[src/rtl/fetch_pkg.sv]
// Shared constants and state encoding for the instruction fetch unit.
// S_FAULT is only part of the encoding when IFU_ALIGN_CHECK_EN is defined.
package fetch_pkg;

    localparam int          PC_STEP          = 2;
    localparam int          INSTR_W_DEF      = 16;
    localparam logic [15:0] DEFAULT_RESET_PC = 16'h0000;

`ifdef IFU_ALIGN_CHECK_EN
    typedef enum logic [1:0] {
        S_FETCH = 2'd0,
        S_HOLD  = 2'd1,
        S_FAULT = 2'd2
    } ifu_state_e;
`else
    typedef enum logic [1:0] {
        S_FETCH = 2'd0,
        S_HOLD  = 2'd1
    } ifu_state_e;
`endif

endpackage

[src/rtl/ifu_pc_reg.sv]
// Program counter register: async reset to RESET_PC, redirect load, fixed-step increment.
module ifu_pc_reg
    import fetch_pkg::*;
#(
    parameter int                ADDR_W   = 16,
    parameter logic [ADDR_W-1:0] RESET_PC = ADDR_W'(DEFAULT_RESET_PC)
) (
    input  logic              clk,
    input  logic              rst_n,
    input  logic              load,
    input  logic [ADDR_W-1:0] load_val,
    input  logic              inc,
    output logic [ADDR_W-1:0] pc
);

    logic [ADDR_W-1:0] pc_q;
    logic [ADDR_W-1:0] pc_d;

    // Load wins over increment; increment wraps naturally at 2^ADDR_W.
    always_comb begin
        pc_d = pc_q;
        if (load) begin
            pc_d = load_val;
        end else if (inc) begin
            pc_d = pc_q + ADDR_W'(PC_STEP);
        end
    end

    always_ff @(posedge clk or negedge rst_n) begin
        if (!rst_n) begin
            pc_q <= RESET_PC;
        end else begin
            pc_q <= pc_d;
        end
    end

    assign pc = pc_q;

endmodule

[src/rtl/instruction_fetch_unit.sv]
// Instruction fetch unit: fixed-latency fetch, IR valid/ready hold, redirects.
// Optional IFU_ALIGN_CHECK_EN: odd redirect targets raise a sticky fault and halt fetching.
module instruction_fetch_unit
    import fetch_pkg::*;
#(
    parameter int                ADDR_W   = 16,
    parameter int                INSTR_W  = INSTR_W_DEF,
    parameter logic [ADDR_W-1:0] RESET_PC = ADDR_W'(DEFAULT_RESET_PC),
    parameter int                MEM_WAIT = 0
) (
    input  logic               clk,
    input  logic               rst_n,
    input  logic               fetch_en,
    input  logic               pc_load,
    input  logic [ADDR_W-1:0]  pc_target,
    output logic [ADDR_W-1:0]  mem_addr,
    input  logic [INSTR_W-1:0] mem_instr,
    output logic [INSTR_W-1:0] ir,
    output logic [ADDR_W-1:0]  ir_pc,
    output logic               ir_valid,
    input  logic               ir_ready,
    output logic               misalign_fault
);

    ifu_state_e         state_q,    state_d;
    logic [2:0]         wait_cnt_q, wait_cnt_d;
    logic [INSTR_W-1:0] ir_q,       ir_d;
    logic [ADDR_W-1:0]  ir_pc_q,    ir_pc_d;
    logic               ir_valid_q, ir_valid_d;
    logic               fault_q,    fault_d;
    logic [ADDR_W-1:0]  pc;
    logic [ADDR_W-1:0]  target_even;
    logic               pc_load_en;
    logic               pc_inc;
    logic               in_fault;
    logic               bad_target;

    assign target_even = pc_target & ~ADDR_W'(1);

`ifdef IFU_ALIGN_CHECK_EN
    assign in_fault   = (state_q == S_FAULT);
    assign bad_target = pc_target[0];
`else
    assign in_fault   = 1'b0;
    assign bad_target = 1'b0;
`endif

    always_comb begin
        state_d    = state_q;
        wait_cnt_d = wait_cnt_q;
        ir_d       = ir_q;
        ir_pc_d    = ir_pc_q;
        ir_valid_d = ir_valid_q;
        fault_d    = fault_q;
        pc_load_en = 1'b0;
        pc_inc     = 1'b0;
        if (!in_fault) begin
            if (pc_load) begin
                // A redirect discards any capture or handoff happening this cycle.
                ir_valid_d = 1'b0;
                wait_cnt_d = '0;
                if (bad_target) begin
                    fault_d = 1'b1;
`ifdef IFU_ALIGN_CHECK_EN
                    state_d = S_FAULT;
`endif
                end else begin
                    pc_load_en = 1'b1;
                    state_d    = S_FETCH;
                end
            end else if (state_q == S_HOLD) begin
                if (ir_ready) begin
                    ir_valid_d = 1'b0;
                    state_d    = S_FETCH;
                end
            end else if (fetch_en) begin
                if (wait_cnt_q == 3'(MEM_WAIT)) begin
                    ir_d       = mem_instr;
                    ir_pc_d    = pc;
                    ir_valid_d = 1'b1;
                    wait_cnt_d = '0;
                    pc_inc     = 1'b1;
                    state_d    = S_HOLD;
                end else begin
                    wait_cnt_d = wait_cnt_q + 3'd1;
                end
            end
        end
    end

    always_ff @(posedge clk or negedge rst_n) begin
        if (!rst_n) begin
            state_q    <= S_FETCH;
            wait_cnt_q <= '0;
            ir_q       <= '0;
            ir_pc_q    <= '0;
            ir_valid_q <= 1'b0;
            fault_q    <= 1'b0;
        end else begin
            state_q    <= state_d;
            wait_cnt_q <= wait_cnt_d;
            ir_q       <= ir_d;
            ir_pc_q    <= ir_pc_d;
            ir_valid_q <= ir_valid_d;
            fault_q    <= fault_d;
        end
    end

    ifu_pc_reg #(
        .ADDR_W   (ADDR_W),
        .RESET_PC (RESET_PC)
    ) u_pc_reg (
        .clk      (clk),
        .rst_n    (rst_n),
        .load     (pc_load_en),
        .load_val (target_even),
        .inc      (pc_inc),
        .pc       (pc)
    );

    assign mem_addr       = pc;
    assign ir             = ir_q;
    assign ir_pc          = ir_pc_q;
    assign ir_valid       = ir_valid_q;
    assign misalign_fault = fault_q;

endmodule

[config.mk]
export PLATFORM = sky130hd
export DESIGN_NAME = instruction_fetch_unit
export DESIGN_NICKNAME = d
export VERILOG_FILES = /design/src/rtl/fetch_pkg.sv /design/src/rtl/ifu_pc_reg.sv /design/src/rtl/instruction_fetch_unit.sv
export SDC_FILE = /design/constraint.sdc
export NUM_CORES = 1
export LEC_CHECK = 0
export BUFFER_PORTS_ARGS = -buffer_cell sky130_fd_sc_hd__buf_2
export CAP_MARGIN = 15
export CORE_UTILIZATION = 45
export DETAILED_ROUTE_END_ITERATION = 16
export PLACE_DENSITY = 0.77
export SLEW_MARGIN = 25
export SYNTH_ARGS = -nofsm -noshare
export SYNTH_HDL_FRONTEND = slang
export SYNTH_HIERARCHICAL = 1
export SYNTH_SLANG_ARGS = --single-unit
[constraint.sdc]
create_clock -name clk -period 2.4 [get_ports clk]
set_clock_uncertainty 0.1 [all_clocks]
set_input_delay 0.48 -clock clk [delete_from_list [all_inputs] [get_ports clk]]
set_output_delay 0.48 -clock clk [all_outputs]
set_load 0.02 [all_outputs]
# Word level (Yosys, flattened, before mapping)
# Index checks and enable logic that the tools add are counted.
dict set report op_classes {
  addsub 2
  n_eq_ne 3
  n_mux 21
  bitwise_logic 2
  reduce_logical 8
}
# operator n
set op_table {}
lappend op_table {{two-way mux 16 bit} 2}
lappend op_table {{adder 16 x 2 -> 16 bit, second input constant} 1}
lappend op_table {{two-way mux 3 bit} 4}
lappend op_table {{two-way mux 1 bit} 10}
lappend op_table {{two-way mux 2 bit} 5}
lappend op_table {{nonzero test 3 bit} 2}
lappend op_table {{AND reduction 4 bit} 1}
lappend op_table {{nonzero test 2 bit} 2}
lappend op_table {{adder 3 x 1 -> 3 bit, second input constant} 1}
lappend op_table {{logical NOT 3 bit} 1}
lappend op_table {{inequality test 3 bit, second input constant} 1}
lappend op_table {{AND reduction 3 bit} 1}
lappend op_table {{equality test 2 x 1 -> 1 bit, second input constant} 1}
lappend op_table {{inequality test 2 bit, second input constant} 1}
lappend op_table {{inverter 1 bit} 2}
lappend op_table {{AND reduction 2 bit} 1}
dict set report totals {
  register_bits 54
  inputBits 37
  output_inout_bits 50
  word_cells 42
}

# Logic depth before layout (Yosys ltp)
# Gate-level depths: netlist of run 1.
dict set report depth {
  word_depth 7
  ltp_mapped 10
  ltp_nobuf 7
}

# Hierarchy
# The synthesis of run 1 kept the hierarchy.
# module n_inst cells_each area_per_inst_um2 seq_area_each_um2
set by_module_without_submodules {}
lappend by_module_without_submodules {instruction_fetch_unit 1 91 1546.5 900.9}
lappend by_module_without_submodules {ifu_pc_reg 1 105 999.7 400.4}

# Least setup slack after synthesis of run 1
# OpenSTA, ideal clock, no wires.
dict set report synth_timing {
  kind {register -> register}
  start {reg wait_cnt_q[0]}
  end {reg u_pc_reg.pc_q[12], in the netlist u_pc_reg/pc[12]}
  setup_time_ns 0.087
  arrival_ns 2.198
  t_required_ns 2.213
  slack_ns 0.016
  path_stages_with_launch 11
  path_buffers 3
  synth_period_minus_slack_ns 2.384
  cell_sequence {dfrtp_1 inv_1 ha_1 nand2b_1 nor3_4 buf_6 buf_6 nand4_2 buf_6 or4_1 o211ai_1}
}
dict set report synth_between {
  elab_chain_len 6
}
# item line
set synth_lines {}
lappend synth_lines {{start, declared} instruction_fetch_unit.sv:26} ;# logic [2:0] wait_cnt_q, wait_cnt_d;
lappend synth_lines {{start signal, assigned} instruction_fetch_unit.sv:101} ;# wait_cnt_q <= wait_cnt_d;
lappend synth_lines {{logical NOT 3 bit} instruction_fetch_unit.sv:77} ;# if (wait_cnt_q == 3'(MEM_WAIT)) begin
lappend synth_lines {{two-way mux 1 bit} instruction_fetch_unit.sv:77}
lappend synth_lines {{two-way mux 1 bit} instruction_fetch_unit.sv:76} ;# end else if (fetch_en) begin
lappend synth_lines {{two-way mux 1 bit} instruction_fetch_unit.sv:71} ;# end else if (state_q == S_HOLD) begin
lappend synth_lines {{two-way mux 1 bit} instruction_fetch_unit.sv:58} ;# if (pc_load) begin
lappend synth_lines {{net pc_inc} instruction_fetch_unit.sv:34} ;# logic pc_inc;
lappend synth_lines {{nonzero test 2 bit (no source line)} n/a}
lappend synth_lines {{end signal, assigned} ifu_pc_reg.sv:33} ;# pc_q <= pc_d;
lappend synth_lines {{end, declared} ifu_pc_reg.sv:16} ;# logic [ADDR_W-1:0] pc_q;
# The timed path passes the listed nets, and every way through them passes these cells.
# A chain may end at the register's enable or synchronous reset.

# Worst setup path in the final report of run 1
dict set report layout_timing {
  start {reg wait_cnt_q[0]}
  end {reg u_pc_reg.pc_q[14], in the netlist u_pc_reg/pc[14]}
}
dict set report layout_between {
  elab_chain_len 6
}
# item line
set layout_lines {}
lappend layout_lines {{logical NOT 3 bit} instruction_fetch_unit.sv:77}
lappend layout_lines {{two-way mux 1 bit} instruction_fetch_unit.sv:77}
lappend layout_lines {{two-way mux 1 bit} instruction_fetch_unit.sv:76}
lappend layout_lines {{two-way mux 1 bit} instruction_fetch_unit.sv:71}
lappend layout_lines {{two-way mux 1 bit} instruction_fetch_unit.sv:58}
lappend layout_lines {{nonzero test 2 bit (no source line)} n/a}
# Every way passes these cells.

==> results of run 1 <==
repair_timing:
| action | 4_1_cts | 5_1_grt |
|---|---|---|
| endpoints found under the hold margin | 18 | 0 |
| resized for setup | 0 | 1 |
| hold buffers | 1 | 0 |
| endpoints found under the setup margin | 0 | 1 |
where the power goes:
group | internal [mW] | leakage (nW) | total, mW | switching (mW)
logic | 0.338 | 0.814 | 0.726 | 0.388
clock network | 0.213 | 0.0487 | 0.513 | 0.300
registers | 1.03 | 0.621 | 1.14 | 0.113
total | 1.58 | 1.48 | 2.38 | 0.801
layer usage:
layer,part of all wire (%),vias up
met3,7.6,10
met4,1.3,0
met5,0,-
met2,46,73
li1,-,890
met1,45,911
tightest hold or removal path, delay by kind of cell:
family                 cells  cell delay, ns
buffers and inverters      1            0.07
AO/OA/AOI/OAI              1            0.06
AND/OR/NAND/NOR            1            0.04
logic make-up (layout without fill, tap and decap cells):
kind of cell    Yosys count  count (layout)  share of synthesized area (%)
simple gates             58              58                           14.4
fa+ha+maj                 3               3                           1.47
flops                    52              52                           51.1
mux                      35              35                           19.5
compound gates           28              28                           7.47
buf+inv                  15             106                           4.52
xor+xnor                  4               4                           1.38
other cells               1               2                          0.147
area by class of cell:
| cell class | count | area, sq um | share of cell area (%) |
|---|---|---|---|
| clock buffers | 5 | 68.8 | 2.20 |
| clock inverters | 3 | 26.3 | 0.838 |
| inverters | 6 | 22.5 | 0.719 |
| multi-input cells | 130 | 1140 | 36.4 |
| flip-flops and latches | 52 | 1300 | 41.5 |
| well taps | 72 | 90.1 | 2.87 |
| repair buffers | 92 | 483 | 15.4 |
worst max path at each step:
stage	from	to	slack [ns]	depth (start not counted)
floorplan	wait_cnt_q[0]	u_pc_reg/pc[12]	0.02	10
finish	wait_cnt_q[0]	u_pc_reg/pc[14]	0.13	8
global placement	fetch_en	u_pc_reg/pc[14]	0.28	7
detailed placement	wait_cnt_q[0]	u_pc_reg/pc[14]	0.09	8
global route	wait_cnt_q[0]	u_pc_reg/pc[15]	0.03	7
CTS	wait_cnt_q[0]	u_pc_reg/pc[14]	0.07	8
sequential cells by signal, indices dropped and copies added (netlist names):
| signal | count |
|---|---|
| u_pc_reg/pc | 16 |
| state_q | 1 |
| ir_pc | 16 |
| ir | 16 |
| wait_cnt_q | 3 |
placed cells by master (no fill, tap or decap), drive strengths merged, types with 6 or more instances in the layout:
master   n
nor2     6
nand2   14
buf     91
mux2    33
o21ai    7
or4      6
o41ai    6
dfrtp   52
inv      6
==> out/metrics.cfg, run 1 <==
[yosys]
synth_ff_type=dfrtp_1
ys_ff_latch=52
synth_most_common_cell=dfrtp_1
synth_top_area_share_pct=51.1
async_reset_ff_share_pct=100
synth_area_leaders=dfrtp_1 (51%), mux2_4 (17%), buf_6 (2.7%)
synthesis.area_sq_um=2550
yosysWarnings=6
synth_edf_count=0
ys_types=44
synth_cells=196
yosysTopAreaCell=dfrtp_1
avgSynthCellArea_sq_um=13.0
ys_seq_area_share_pct=51.1
ys_top_cells_by_count=dfrtp_1 (52), mux2_4 (28), nand2_1 (14)

[floorplanning]
ios=87
die_h_um=77.2
start_util_pct=46.5
core_sq_um=5470
die_x_um=77.2
die-area_sq_um=5960
rows=27

[power]
ir_drop_uv=323
p_leak_nw=1.48
power_density_nw_per_um2=759
p_total_mw=2.38

[sta]
final.setup.tns_ns=0
final-setup-viol-count=0
whs_ns=0.275
rsz0062_at_grt=false
fmax_mhz=440
finalHoldViolations=0
finalWorstSetupSlack_ns=0.126
min_period_ns=2.27
slew_violations=0
finalCritPeriodShare_pct=94.7

[worst_setup_path]
cpLargestDelayFamily=simple AND/OR/NAND/NOR gates
end_kind=register
critPathMaxFanout=7
reg2reg_depth=8
r2r_start=wait_cnt_q[0]
crit_slowest_cell=dfrtp_1
startpoint_type=register
path_cells=inv_1 -> ha_1 -> nand2b_1 -> nor3_4 -> nand4_4 -> buf_4 -> o41ai_1 -> o211ai_1
max_stage_delay_ns=0.41
timing.rr.end=u_pc_reg/pc[14]
r2r_slack_ns=0.13
cp_num_buf_inv=2
worstPathArrival_ns=2.34
path_class=register to register
cp.required_ns=2.46

[finish]
area_delta_synth_final_pct=23.1
antenna_cells=0
nFillCells=498
finish.instance_area_sq_um=3130
final_cells=360
post-route-util_pct=57.3
nets=327
drive_gt1_share_pct=50.3

[route]
vias=1884
drt_first_pass_iters=10
postRouteAntennaNets=0
via_per_inst=5.23
totalWireLength_mm=5.30
drcViolationCount=2
dr.first_iter.drc_count=81
wl_per_cell_um=14.7

[cts]
cts_max_level=2
post_cts_buffers=0
root_buffer=clkbuf_8
cts_tree=yes
clock_latency_ns=0.31
path_clk_slew_ns=0.09
clk_path_buf_depth=2
clock-sinks=52
numCtsBuffers=5

[grt]
busiest_layer=met2
grtUsageMet2_pct=29.6
gr-usage-met3_pct=5.00
grtUsageTotal_pct=18.6
grt_max_degree=31
first_global_vias=1824
grt_pass1_wl_mm=8.68
overflow=0
antenna_found_initial=0
met1_usage_pct=24.8

[place]
placed_cells_incl_taps=351
place_ws_ns=0.0856
placed_area_sq_um=3020
gp_congestion=0.827
dpl.hpwl_mm=3.71
place.port_buffers=84

[min_path]
hold_path_depth=3
hold_end=u_pc_reg/pc[2]
worstHoldStart=pc_target[2]
min_path_type=primary input to register

[outcome]
status=finished, violations left
violations=DRC

[flow_run]
max_cap_viol_count=0

No activity file was read; power rests on OpenSTA's default activity.
==> run 2, diff against run 1 <==
Settings changed: CORE_UTILIZATION 45 to 47, CTS_BUF_LIST set to sky130_fd_sc_hd__clkbuf_2 sky130_fd_sc_hd__clkbuf_4 sky130_fd_sc_hd__clkbuf_8, PLACE_DENSITY 0.77 to 0.8.
==> out/metrics.cfg, run 2 (synthesized netlist as in run 1, its figures left out) <==
[worst_setup_path]
crit_start=wait_cnt_q[0]
critPathMaxFanout=7  ; unchanged
cp.required_ns=2.52  ; +0.06 ns
worstPathArrival_ns=2.34  ; about the same
reg2reg_depth=8  ; unchanged
end_kind=register
r2r_start=wait_cnt_q[0]
timing.rr.end=u_pc_reg/pc[15]
path_class=register to register
r2r_slack_ns=0.18  ; +0.05 ns
startpoint_type=register

[cts]
clk_path_buf_depth=2  ; unchanged
cts_max_level=2  ; unchanged
cts_tree=yes
numCtsBuffers=5  ; unchanged
path_clk_slew_ns=0.09  ; about the same
clock_latency_ns=0.30  ; about the same
root_buffer=clkbuf_8
clock-sinks=52  ; unchanged
cts_resized=0  ; unchanged

[min_path]
worstHoldStart=pc_target[1]
hold_end=u_pc_reg/pc[1]
hold_path_depth=3  ; unchanged
min_path_type=primary input to register

[grt]
grt_pass1_wl_mm=7.63  ; -12%
first_global_vias=1613  ; -12%
antenna_found_initial=0  ; unchanged
grtUsageTotal_pct=18.0  ; -0.64 points
overflow=0  ; unchanged
grt_max_degree=49  ; +58%

[route]
wl_per_cell_um=14.4  ; -1.9%
totalWireLength_mm=5.14  ; -3.0%
postRouteAntennaNets=0  ; unchanged
drcViolationCount=0  ; -2
via_per_inst=5.19  ; -0.92%
dr.first_iter.drc_count=58  ; -28%
vias=1846  ; -2.0%
drt_first_pass_iters=4  ; -6

[floorplanning]
core_sq_um=5170  ; -5.5%
rows=26  ; -3.7%
start_util_pct=49.2  ; +2.7 points
die_h_um=75.6  ; -2.1%
die-area_sq_um=5720  ; -4.1%
ios=87  ; unchanged
die_x_um=75.6  ; -2.1%

[finish]
final_cells=356  ; -1.1%
antenna_cells=0  ; unchanged
nFillCells=418  ; -16%
most-common-layout-cells=buf_2 (84), dfrtp_1 (52), mux2_4 (28), nand2_1 (14), o21ai_0 (7)
nets=326  ; -0.31%
area_delta_synth_final_pct=21.8
drive_gt1_share_pct=50.0  ; -0.35 points
layout_commonest_cell=buf_2

[sta]
finalCritPeriodShare_pct=92.5  ; -2.2 points
slew_headroom_pct=60.3
fmax_mhz=450  ; +2.4%
final.setup.tns_ns=0  ; unchanged
finalHoldViolations=0  ; unchanged
final-setup-viol-count=0  ; unchanged
min_period_ns=2.22  ; -0.0530 ns
tightest_slew_ns=0.595
rsz0062_at_grt=false
slew_violations=0  ; unchanged

[power]
ir_drop_uv=332  ; +2.9%
power_density_nw_per_um2=755  ; -0.59%
p_leak_nw=1.48  ; -0.35%

[flow_run]
max_cap_viol_count=0  ; unchanged

[place]
gp_congestion=0.846  ; +2.3%
dpl.hpwl_mm=3.56  ; -4.3%
placed_cells_incl_taps=348  ; -0.85%
place.port_buffers=84  ; unchanged

[outcome]
status=finished, final reports clean

## run 2: cell types whose count changed in the layout (fill, tap and decap cells not counted), sizes merged
| cell | before | now |
|---|---|---|
| buf | 91 | 90 |
| clkbuf | 5 | 6 |
| clkinv | 3 | 2 |
| inv | 6 | 5 |
## run 2: final cells by class
class	count	area, sq um	share of cell area (%)
multi-input cells	130	1130	36.5
clock buffers	6	76.3	2.46
well taps	70	87.6	2.82
flip-flops and latches	52	1300	42.0
clock inverters	1	5.00	0.161
inverters	6	22.5	0.726
repair buffers	91	475	15.3
## run 2: metrics by stage
stage          hold slack, ns  setup slack (ns)  utilization [%]  cell area, sq um  power (mW)
3_3_place_gp            0.190             0.248             58.2              3010        1.86
4_1_cts                 0.281             0.186             60.0              3100        2.36
3_5_place_dp            0.191             0.212             58.2              3010        1.88
2_1_floorplan          0.0844            0.0156                -              2550        1.63
6_report                0.283             0.179             60.0              3100        2.34
5_1_grt                 0.283            0.0459             60.0              3100        2.46
## run 2: what timing repair did
item / 4_1_cts / 5_1_grt
endpoints found under the hold margin: 4 / 0
hold buffers: 1 / 0
buffers inserted: 0 / 0
## run 2: where the power goes
group | total [mW] | leakage, nW | switching (mW) | internal, mW
sequential | 1.14 | 0.621 | 0.113 | 1.03
combinational | 0.725 | 0.813 | 0.388 | 0.337
clock | 0.475 | 0.0445 | 0.265 | 0.210
## run 2: metal layers
metal	up-vias	part of all wire, %	global-route usage [%]	wire (um)
li1	886	-	-	-
met1	884	48	23.7	2460
met2	72	45	29.5	2340
met3	4	6.0	4.89	308
met4	0	0.78	4.94	40
met5	-	0	0	0
## run 2: worst max-delay path by stage
| stage | to | slack [ns] |
|---|---|---|
| floorplan | u_pc_reg/pc[12] | 0.02 |
| global placement | u_pc_reg/pc[15] | 0.25 |
| detailed placement | u_pc_reg/pc[15] | 0.21 |
| CTS | u_pc_reg/pc[15] | 0.19 |
| global route | u_pc_reg/pc[15] | 0.05 |
| finish | u_pc_reg/pc[15] | 0.18 |
## run 2: critical path: stages (launching register included)
cell	delay, ns
dfrtp_1	0.40
inv_1	0.09
ha_1	0.16
nand2b_1	0.11
nor3_4	0.21
buf_4	0.21
nand3_2	0.15
or4_1	0.54
o211ai_1	0.17
==> run 3, diff against run 2 <==
Settings changed: CORE_UTILIZATION 47 to 45, PLACE_DENSITY 0.8 to 0.77, SETUP_SLACK_MARGIN set to 0.4.
==> out/metrics.cfg, run 3 (synthesized netlist as in run 1, its figures left out) <==
[cts]
clock_latency_ns=0.30  ; about the same
cts_tree=yes
clk_path_buf_depth=2  ; unchanged
cts_max_level=2  ; unchanged
clock-sinks=52  ; unchanged
root_buffer=clkbuf_8
path_clk_slew_ns=0.09  ; about the same
numCtsBuffers=5  ; unchanged

[grt]
antenna_found_initial=0  ; unchanged
busiest_layer=met2
grt_max_degree=31  ; -37%
overflow=0  ; unchanged
gr-usage-met3_pct=3.69  ; -1.2 points
grtUsageTotal_pct=18.5  ; +0.54 points
first_global_vias=1802  ; +12%
met1_usage_pct=26.3  ; +2.7 points
grtUsageMet2_pct=29.1  ; -0.35 points
grt_pass1_wl_mm=8.74  ; +15%

[finish]
final-seq-area_sq_um=1300  ; unchanged
nets=332  ; +1.8%
multi_input_area_sq_um=1200  ; +5.6%
drive_gt1_share_pct=53.2  ; +3.2 points
antenna_cells=0  ; unchanged
layout_commonest_cell=buf_2
nFillCells=460  ; +10%
area_delta_synth_final_pct=27.1
post-route-util_pct=59.1  ; -0.82 points
most-common-layout-cells=buf_2 (84), dfrtp_1 (52), mux2_4 (28), nand2_1 (14), buf_4 (8)

[sta]
finalHoldViolations=0  ; unchanged
final.setup.tns_ns=0  ; unchanged
min_period_ns=1.91  ; -0.310 ns
slew_violations=0  ; unchanged
rsz0062_at_grt=true
fmax_mhz=523  ; +16%
finalCritPeriodShare_pct=79.6  ; -13 points
final-setup-viol-count=0  ; unchanged

[worst_setup_path]
path_class=register to register
cp.required_ns=2.53  ; about the same
crit_start=wait_cnt_q[0]
reg2reg_depth=8  ; unchanged
timing.rr.end=u_pc_reg/pc[14]
r2r_slack_ns=0.49  ; +0.31 ns
critPathMaxFanout=6  ; -1
cp-endpoint=u_pc_reg/pc[14]
r2r_start=wait_cnt_q[0]
worstPathArrival_ns=2.04  ; -0.30 ns
startpoint_type=register
end_kind=register

[place]
dpl.hpwl_mm=3.83  ; +7.6%
place.port_buffers=84  ; unchanged
gp_congestion=0.794  ; -6.1%

[flow_run]
max_cap_viol_count=0  ; unchanged

[route]
wl_per_cell_um=14.9  ; +3.2%
drt_first_pass_iters=4  ; unchanged
totalWireLength_mm=5.44  ; +5.9%
dr.first_iter.drc_count=105  ; +81%
drcViolationCount=0  ; unchanged
via_per_inst=5.24  ; +1.1%
vias=1913  ; +3.6%
postRouteAntennaNets=0  ; unchanged

[floorplanning]
start_util_pct=46.5  ; -2.7 points
die_x_um=77.2  ; +2.1%
rows=27  ; +3.8%
ios=87  ; unchanged
die_h_um=77.2  ; +2.1%
die-area_sq_um=5960  ; +4.3%
core_sq_um=5470  ; +5.8%

[outcome]
status=finished, final reports clean

[power]
p_leak_nw=1.52  ; +3.1%
ir_drop_uv=439  ; +32%
p_total_mw=2.39  ; +2.3%
power_density_nw_per_um2=740  ; -1.9%

[min_path]
min_path_type=primary input to register

run 3: cell count changes in the layout (fill, tap and decap cells not counted), moves of 2 or more:
cell	previous run	this run
o21ai_1	0	2
buf_6	0	2
buf_4	6	8
o21ai_0	7	5
inv_2	0	2
o41ai_2	0	2
o41ai_1	6	4
inv_1	5	3
run 3: worst min path at each step:
stage	startpoint	endpoint	slack (ns)	cells after the start
3_3_place_gp	rst_n	ir[15]	0.34	1
2_1_floorplan	rst_n	ir[0]	0.08	0
4_1_cts	pc_target[2]	u_pc_reg/pc[2]	0.28	3
5_1_grt	pc_target[4]	u_pc_reg/pc[4]	0.29	3
3_5_place_dp	rst_n	ir[15]	0.33	1
6_report	pc_target[4]	u_pc_reg/pc[4]	0.29	3
run 3: layout make-up:
| cell class | count | share of cell area (%) |
|---|---|---|
| Timing Repair Buffer | 96 | 16.5 |
| Clock buffer | 6 | 2.36 |
| Clock inverter | 2 | 0.503 |
| Sequential cell | 52 | 40.2 |
| Inverter | 6 | 0.696 |
| Multi-Input combinational cell | 131 | 37.0 |
| Tap cell | 72 | 2.78 |
run 3: critical path, cell delays in order (launching register included):
cell      delay, ns
dfrtp_1        0.41
inv_2          0.08
ha_4           0.14
nand2b_4       0.06
nor3_4         0.14
buf_12         0.15
nand4_4        0.14
or4_1          0.43
o211ai_1       0.18
run 3: per-stage QoR:
step | cells | setup WS, ns | cell area (sq um) | hold WS [ns]
after floorplan | 197 | 0.0379 | 2590 | 0.0844
after global placement | 351 | 0.260 | 3060 | 0.335
after detailed placement | 351 | 0.187 | 3060 | 0.333
after CTS | 363 | 0.412 | 3210 | 0.280
after global routing | 365 | 0.356 | 3240 | 0.292
final | 365 | 0.489 | 3240 | 0.289
run 3: timing repair:
action	in CTS	in global routing
hold endpoints to repair	8	0
resized for setup	1	5
pin swaps	1	1
endpoints found under the setup margin	35	13
hold buffers	1	0
setup buffers	2	2
gates cloned	1	0
run 3: power by group:
part           total, mW  leakage (nW)  internal, mW  switching [mW]
Sequential          1.15         0.621          1.03           0.121
Combinational      0.741         0.858         0.349           0.392
Clock              0.505        0.0448         0.219           0.286
Total               2.39          1.52          1.60           0.799
run 3: metal layers:
layer / share of wire, % / wire [um]
met3: 6.8 / 369
met4: 0.50 / 27
met5: 0 / 0
met1: 47 / 2550
met2: 46 / 2500
